==> src/rtl/key_pkg.sv <==
// Shared types and constants for the key_event decoder: FSM state encoding,
// counter width, default cycle counts and the saturating counter step.
package key_pkg;

    localparam int CNT_W = 24;

    localparam logic [CNT_W-1:0] LONG_CYC_DEF   = 24'd15_000_000;
    localparam logic [CNT_W-1:0] DBL_CYC_DEF    = 24'd10_000_000;
    localparam logic [CNT_W-1:0] REPEAT_CYC_DEF = 24'd5_000_000;
    localparam logic [CNT_W-1:0] CNT_MAX        = {CNT_W{1'b1}};

    typedef enum logic [2:0] {
        IDLE  = 3'd0,
        HELD  = 3'd1,
        WAIT2 = 3'd2,
        HELD2 = 3'd3,
        LONG  = 3'd4
    } state_t;

    // Holds at all-ones instead of wrapping, so a very long hold never re-fires.
    function automatic logic [CNT_W-1:0] sat_inc(input logic [CNT_W-1:0] v);
        return (v == CNT_MAX) ? v : v + {{(CNT_W-1){1'b0}}, 1'b1};
    endfunction

endpackage

==> src/rtl/key_event_if.sv <==
// Key level in, event pulses out. The debouncer side is master, the decoder slave.
// "release" is a language keyword, so the release pulse is carried as "released".
interface key_event_if;

    logic key;
    logic press;
    logic released;
    logic long_press;
    logic dbl_click;
    logic rpt;
    logic held;

    modport master (
        output key,
        input  press, released, long_press, dbl_click, rpt, held
    );

    modport slave (
        input  key,
        output press, released, long_press, dbl_click, rpt, held
    );

endinterface

==> src/rtl/key_edge.sv <==
// Registers the debounced key level and derives single-cycle rise/fall strobes.
module key_edge (
    input  logic clk,
    input  logic rstn,
    input  logic key,
    output logic key_q,
    output logic rise,
    output logic fall
);

    always_ff @(posedge clk) begin
        if (!rstn) begin
            key_q <= 1'b0;
        end else begin
            key_q <= key;
        end
    end

    // Clearing key_q in reset makes a key held through reset look like a fresh press.
    assign rise = key & ~key_q;
    assign fall = ~key & key_q;

endmodule

==> src/rtl/key_event.sv <==
// Button event decoder: press / release / long press / double click pulses from a
// debounced key level. Define KEY_REPEAT_EN to compile in auto-repeat while held.
module key_event
    import key_pkg::*;
#(
    parameter logic [CNT_W-1:0] LONG_CYC   = LONG_CYC_DEF,
    parameter logic [CNT_W-1:0] DBL_CYC    = DBL_CYC_DEF,
    parameter logic [CNT_W-1:0] REPEAT_CYC = REPEAT_CYC_DEF
) (
    input  logic      clk,
    input  logic      rstn,
    key_event_if.slave kbus
);

    localparam logic [CNT_W-1:0] ONE       = {{(CNT_W-1){1'b0}}, 1'b1};
    localparam logic [CNT_W-1:0] LONG_LAST = LONG_CYC - ONE;
    localparam logic [CNT_W-1:0] DBL_LAST  = DBL_CYC - ONE;

    state_t           state;
    state_t           state_d;
    logic [CNT_W-1:0] cnt;
    logic             cnt_clr;

    logic key_q;
    logic rise;
    logic fall;

    logic press_d;
    logic rel_d;
    logic long_d;
    logic dbl_d;
    logic press_p1;
    logic rel_p1;
    logic long_p1;
    logic dbl_p1;

`ifdef KEY_REPEAT_EN
    localparam logic [CNT_W-1:0] RPT_LAST = REPEAT_CYC - ONE;
    logic rpt_d;
    logic rpt_p1;
`endif

    key_edge u_edge (
        .clk   (clk),
        .rstn  (rstn),
        .key   (kbus.key),
        .key_q (key_q),
        .rise  (rise),
        .fall  (fall)
    );

    always_comb begin
        state_d = state;
        cnt_clr = 1'b0;
        press_d = 1'b0;
        rel_d   = 1'b0;
        long_d  = 1'b0;
        dbl_d   = 1'b0;
`ifdef KEY_REPEAT_EN
        rpt_d   = 1'b0;
`endif
        case (state)
            IDLE: begin
                if (rise) begin
                    press_d = 1'b1;
                    state_d = HELD;
                end
            end
            HELD: begin
                if (fall) begin
                    rel_d   = 1'b1;
                    state_d = WAIT2;
                end else if (cnt == LONG_LAST) begin
                    long_d  = 1'b1;
                    state_d = LONG;
                end
            end
            WAIT2: begin
                // A rise on the timeout cycle still counts as the second click.
                if (rise) begin
                    press_d = 1'b1;
                    dbl_d   = 1'b1;
                    state_d = HELD2;
                end else if (cnt == DBL_LAST) begin
                    state_d = IDLE;
                end
            end
            HELD2: begin
                if (fall) begin
                    rel_d   = 1'b1;
                    state_d = IDLE;
                end else if (cnt == LONG_LAST) begin
                    long_d  = 1'b1;
                    state_d = LONG;
                end
            end
            LONG: begin
                if (fall) begin
                    rel_d   = 1'b1;
                    state_d = IDLE;
                end
`ifdef KEY_REPEAT_EN
                else if (cnt == RPT_LAST) begin
                    rpt_d   = 1'b1;
                    cnt_clr = 1'b1;
                end
`endif
            end
            default: begin
                state_d = IDLE;
            end
        endcase
        if (state_d != state) begin
            cnt_clr = 1'b1;
        end
    end

    // ---- stage p1: state, counter and registered event pulses ----
    always_ff @(posedge clk) begin
        if (!rstn) begin
            state    <= IDLE;
            cnt      <= '0;
            press_p1 <= 1'b0;
            rel_p1   <= 1'b0;
            long_p1  <= 1'b0;
            dbl_p1   <= 1'b0;
        end else begin
            state    <= state_d;
            if (cnt_clr) begin
                cnt <= '0;
            end else if (state != IDLE) begin
                cnt <= sat_inc(cnt);
            end
            press_p1 <= press_d;
            rel_p1   <= rel_d;
            long_p1  <= long_d;
            dbl_p1   <= dbl_d;
        end
    end

`ifdef KEY_REPEAT_EN
    always_ff @(posedge clk) begin
        if (!rstn) begin
            rpt_p1 <= 1'b0;
        end else begin
            rpt_p1 <= rpt_d;
        end
    end

    assign kbus.rpt = rpt_p1;
`else
    assign kbus.rpt = 1'b0;
`endif

    assign kbus.press      = press_p1;
    assign kbus.released   = rel_p1;
    assign kbus.long_press = long_p1;
    assign kbus.dbl_click  = dbl_p1;
    assign kbus.held       = key_q;

endmodule

==> src/flat_wrapper.sv <==
// flat-port wrapper written by rule: the top's interface ports become plain ports
module key_event_flat import key_pkg::*;
#(
    parameter logic [CNT_W-1:0] LONG_CYC   = LONG_CYC_DEF,
    parameter logic [CNT_W-1:0] DBL_CYC    = DBL_CYC_DEF,
    parameter logic [CNT_W-1:0] REPEAT_CYC = REPEAT_CYC_DEF
)
  (clk, rstn, kbus_key, kbus_press, kbus_released, kbus_long_press, kbus_dbl_click, kbus_rpt, kbus_held);
  key_event_if kbus_i ();
  input  logic clk;
  input  logic rstn;
  input wire logic [$bits(kbus_i.key)-1:0] kbus_key;
  output wire logic [$bits(kbus_i.press)-1:0] kbus_press;
  output wire logic [$bits(kbus_i.released)-1:0] kbus_released;
  output wire logic [$bits(kbus_i.long_press)-1:0] kbus_long_press;
  output wire logic [$bits(kbus_i.dbl_click)-1:0] kbus_dbl_click;
  output wire logic [$bits(kbus_i.rpt)-1:0] kbus_rpt;
  output wire logic [$bits(kbus_i.held)-1:0] kbus_held;
  assign kbus_i.key = kbus_key;
  assign kbus_press = kbus_i.press;
  assign kbus_released = kbus_i.released;
  assign kbus_long_press = kbus_i.long_press;
  assign kbus_dbl_click = kbus_i.dbl_click;
  assign kbus_rpt = kbus_i.rpt;
  assign kbus_held = kbus_i.held;
  key_event #(.LONG_CYC(LONG_CYC), .DBL_CYC(DBL_CYC), .REPEAT_CYC(REPEAT_CYC)) u_core (.clk(clk), .rstn(rstn), .kbus(kbus_i));
endmodule
==> config.mk <==
export PLATFORM = sky130hd
export DESIGN_NAME = key_event_flat
export DESIGN_NICKNAME = d
export VERILOG_FILES = /design/src/rtl/key_pkg.sv /design/src/rtl/key_event_if.sv /design/src/rtl/key_edge.sv /design/src/rtl/key_event.sv /design/src/flat_wrapper.sv
export SDC_FILE = /design/constraint.sdc
export NUM_CORES = 1
export LEC_CHECK = 0
export CAP_MARGIN = 15
export CORE_MARGIN = 10
export CORE_UTILIZATION = 52
export DETAILED_ROUTE_END_ITERATION = 12
export DONT_BUFFER_PORTS = 1
export PLACE_DENSITY = 0.65
export SKIP_LAST_GASP = 1
export SLEW_MARGIN = 40
export SYNTH_ARGS = -nofsm -noshare
export SYNTH_HDL_FRONTEND = slang
export SYNTH_HIERARCHICAL = 1
export SYNTH_SLANG_ARGS = --single-unit
==> constraint.sdc <==
create_clock -name clk -period 5 [get_ports clk]
set_input_delay 0.75 -clock clk [delete_from_list [all_inputs] [get_ports clk]]
set_output_delay 0.75 -clock clk [all_outputs]
set_load 0.02 [all_outputs]
==> flow_summary.json <==
{
  "outcome": "finished, final reports clean",
  "wire_per_inst_um": 15.4,
  "std_cell_rows": 20,
  "synthFlopType": "dfxtp_1",
  "globalRouteOverflowTotal": 0,
  "cts.sink_count": 32,
  "reg2reg_to": "u_core/cnt[9]$_SDFFE_PP0P_",
  "worst_pin_slew_ns": 0.718,
  "hold_depth": 2,
  "hpwl_um": 2640,
  "slew_headroom_pct": 51.8,
  "vias": 1459,
  "fmaxAchievable_ghz": 0.416,
  "drive_gt1_share_pct": 9.64,
  "drt_iter0_markers": 205,
  "hold_path.startpoint": "rstn",
  "grt_max_degree": 25,
  "fin_crit_ns": 2.41,
  "slew_violations": 0,
  "yosys_warnings": 6,
  "ys_types": 44,
  "viasPerCell": 6.05,
  "period_share_pct": 48.1,
  "firstDrtPassIters": 5,
  "cts_setup_buffers": 0,
  "cap_violations": 0,
  "ios": 9,
  "cts-root-buf": "clkbuf_4",
  "crit_required_ns": 5.20,
  "cp_top_family": "simple AND/OR/NAND/NOR gates",
  "die_h_um": 77.1,
  "grt_pass1_vias": 1354,
  "clockBufferDepth": 2,
  "most-common-layout-cells": "32 x dfxtp_1, 26 x nor2_1, 18 x nand2_1, 18 x xnor2_1, 14 x nand4_1",
  "dieArea_sq_um": 5940,
  "clkTransAtPathRegs_ns": 0.09,
  "worstSkewPairLatency_ns": 0.32,
  "start_util_pct": 55.0,
  "fin_area_sq_um": 1780,
  "instances_no_fill": 241,
  "area_delta_synth_final_pct": 4.80,
  "syn_area_sq_um": 1690,
  "ys_seq_area_share_pct": 37.8,
  "wl_um": 3710,
  "nets": 201,
  "start_kind": "register",
  "dieWidth_um": 77.1,
  "port-buffer-count": 0,
  "hold_path_class": "in -> reg",
  "drc": 0,
  "final_util_pct": 57.7,
  "whs_ns": 0.540,
  "end_kind": "register",
  "cp_max_fo": 24,
  "r2r-start": "u_core/u_edge/key_q$_SDFF_PN0_",
  "worstPathCellList": "nor2b_1 > or4_1 > or4_4 > o31ai_2 > a221o_2 > nor2_1",
  "routabilityCongestion": 0.841,
  "ctsHtreeMaxLevel": 2,
  "synth-edff-count": 0,
  "worst_ir_drop_vdd_mv": 0.175,
  "startpoint": "u_core/u_edge/key_q$_SDFF_PN0_",
  "slowest_delay_ns": 0.50,
  "synth_nets": 204,
  "path_class": "reg -> reg",
  "postSynthCellCount": 200,
  "crit_arrival_ns": 2.61,
  "async_flop_share_pct": 0,
  "place_area_sq_um": 1700,
  "r2r_slack_ns": 2.59,
  "ys_ff_latch": 32,
  "cts-resized-gates": 0,
  "cts_tree": "done",
  "antenna_left": 0,
  "cts_buffers": 5,
  "grt_pass1_wl_um": 6450,
  "slowest_stage": "or4_4",
  "avgSynthCellArea_sq_um": 8.47,
  "dp.cells": 234,
  "hold_violations": 0,
  "crit_buf_inv": 0,
  "hold_end": "u_core/kbus.released$_SDFF_PN0_",
  "skew_ns": 0.00354,
  "cellLeakagePower_nw": 0.527,
  "core_area_sq_um": 3080,
  "ff2ff_path_depth": 6,
  "ctsHoldBuffers": 0,
  "diodes": 0,
  "grt_usage_pct": 12.7,
  "rsz0062_at_grt": "false",
  "antenna_found_initial": 0,
  "tns_ns": 0,
  "setup_violations": 0,
  "final_common_cell": "dfxtp_1",
  "power.density_nw_per_um2": 252
}
## cell type report
class / count / area, sq um
timing repair buffer: 2 / 15.0
sequential: 32 / 641
tap: 44 / 55.1
inverter: 1 / 3.75
clock buffer: 7 / 65.1
fill: 306 / 1300
multi-input combinational: 155 / 996
## metrics by stage
step	power, W	worst slack, ns
3_5_place_dp	0.000292	2.27
4_1_cts	0.000452	2.42
3_3_place_gp	0.000291	2.33
5_1_grt	0.000465	2.47
2_1_floorplan	0.000290	2.54
6_report	0.000447	2.59
## flip-flops by register name, indices dropped and copies added, names as in the netlist
name,cells
u_core/cnt,24
u_core/state,3
u_core/kbus.dbl_click,1
u_core/kbus.long_press,1
u_core/kbus.press,1
u_core/kbus.released,1
u_core/u_edge/key_q,1
## worst max path at each step
stage,endpoint,depth (start not counted)
floorplan,u_core/cnt[10]$_SDFFE_PP0P_,7
detailed placement,u_core/cnt[2]$_SDFFE_PP0P_,6
global route,u_core/cnt[9]$_SDFFE_PP0P_,6
finish,u_core/cnt[9]$_SDFFE_PP0P_,6
global placement,u_core/cnt[4]$_SDFFE_PP0P_,6
CTS,u_core/cnt[9]$_SDFFE_PP0P_,5
## logic make-up (layout without fill, tap and decap cells)
logic type,count (synthesis),in the layout,share of synthesized area [%]
other cells,1,1,0.221
xor+xnor,21,21,10.9
flops,32,32,37.8
mux,1,1,0.591
simple gates,101,101,32.4
compound gates,30,30,13.1
fa+ha+maj,1,1,0.738
buf+inv,13,10,4.28
## power by group
part	internal [W]	switching [W]	total, W
sequential	0.000257	0.00000462	0.000262
clock	0.0000797	0.0000818	0.000161
combinational	0.00000833	0.0000152	0.0000235
## cell usage after synthesis, types with 2 or more instances
| cell type | count | share of area [%] |
|---|---|---|
| dfxtp_1 | 32 | 38 |
| nor2_1 | 26 | 5.8 |
| nand2_1 | 18 | 4.0 |
| xnor2_1 | 18 | 9.3 |
| nand4_1 | 14 | 5.2 |
| a21oi_1 | 8 | 2.4 |
| a211oi_1 | 5 | 2.2 |
| clkbuf_1 | 5 | 1.1 |
| nor3_1 | 5 | 1.5 |
| a2111oi_0 | 4 | 2.1 |
| and2_1 | 4 | 1.5 |
| buf_2 | 4 | 1.2 |
| nor2b_1 | 4 | 1.5 |
| a2111oi_1 | 3 | 1.8 |
| and3_1 | 3 | 1.1 |
| nand2b_1 | 3 | 1.1 |
| nand3_1 | 3 | 0.89 |
| nor4_1 | 3 | 1.1 |
| o21ai_0 | 3 | 0.89 |
| or3_1 | 3 | 1.1 |
| or4_1 | 3 | 1.3 |
| xor2_1 | 3 | 1.6 |
| buf_6 | 2 | 1.3 |
| nor4_2 | 2 | 1.5 |
| nor4b_1 | 2 | 1.0 |
| or2_2 | 2 | 0.74 |
## worst reg2reg max path, cell delays in order (launching register included)
cell and delay (ns):
dfxtp_1 0.47, nor2b_1 0.14, or4_1 0.42, or4_4 0.50, o31ai_2 0.18, a221o_2 0.47, nor2_1 0.11
## routing by layer
layer,global-route usage [%],vias up,part of all wire [%]
met2,18.8,34,48
met5,0,-,0
li1,-,715,-
met4,5.66,0,1.1
met1,16.6,705,46
met3,3.73,5,5.0
No activity file was read; power rests on OpenSTA's default activity.
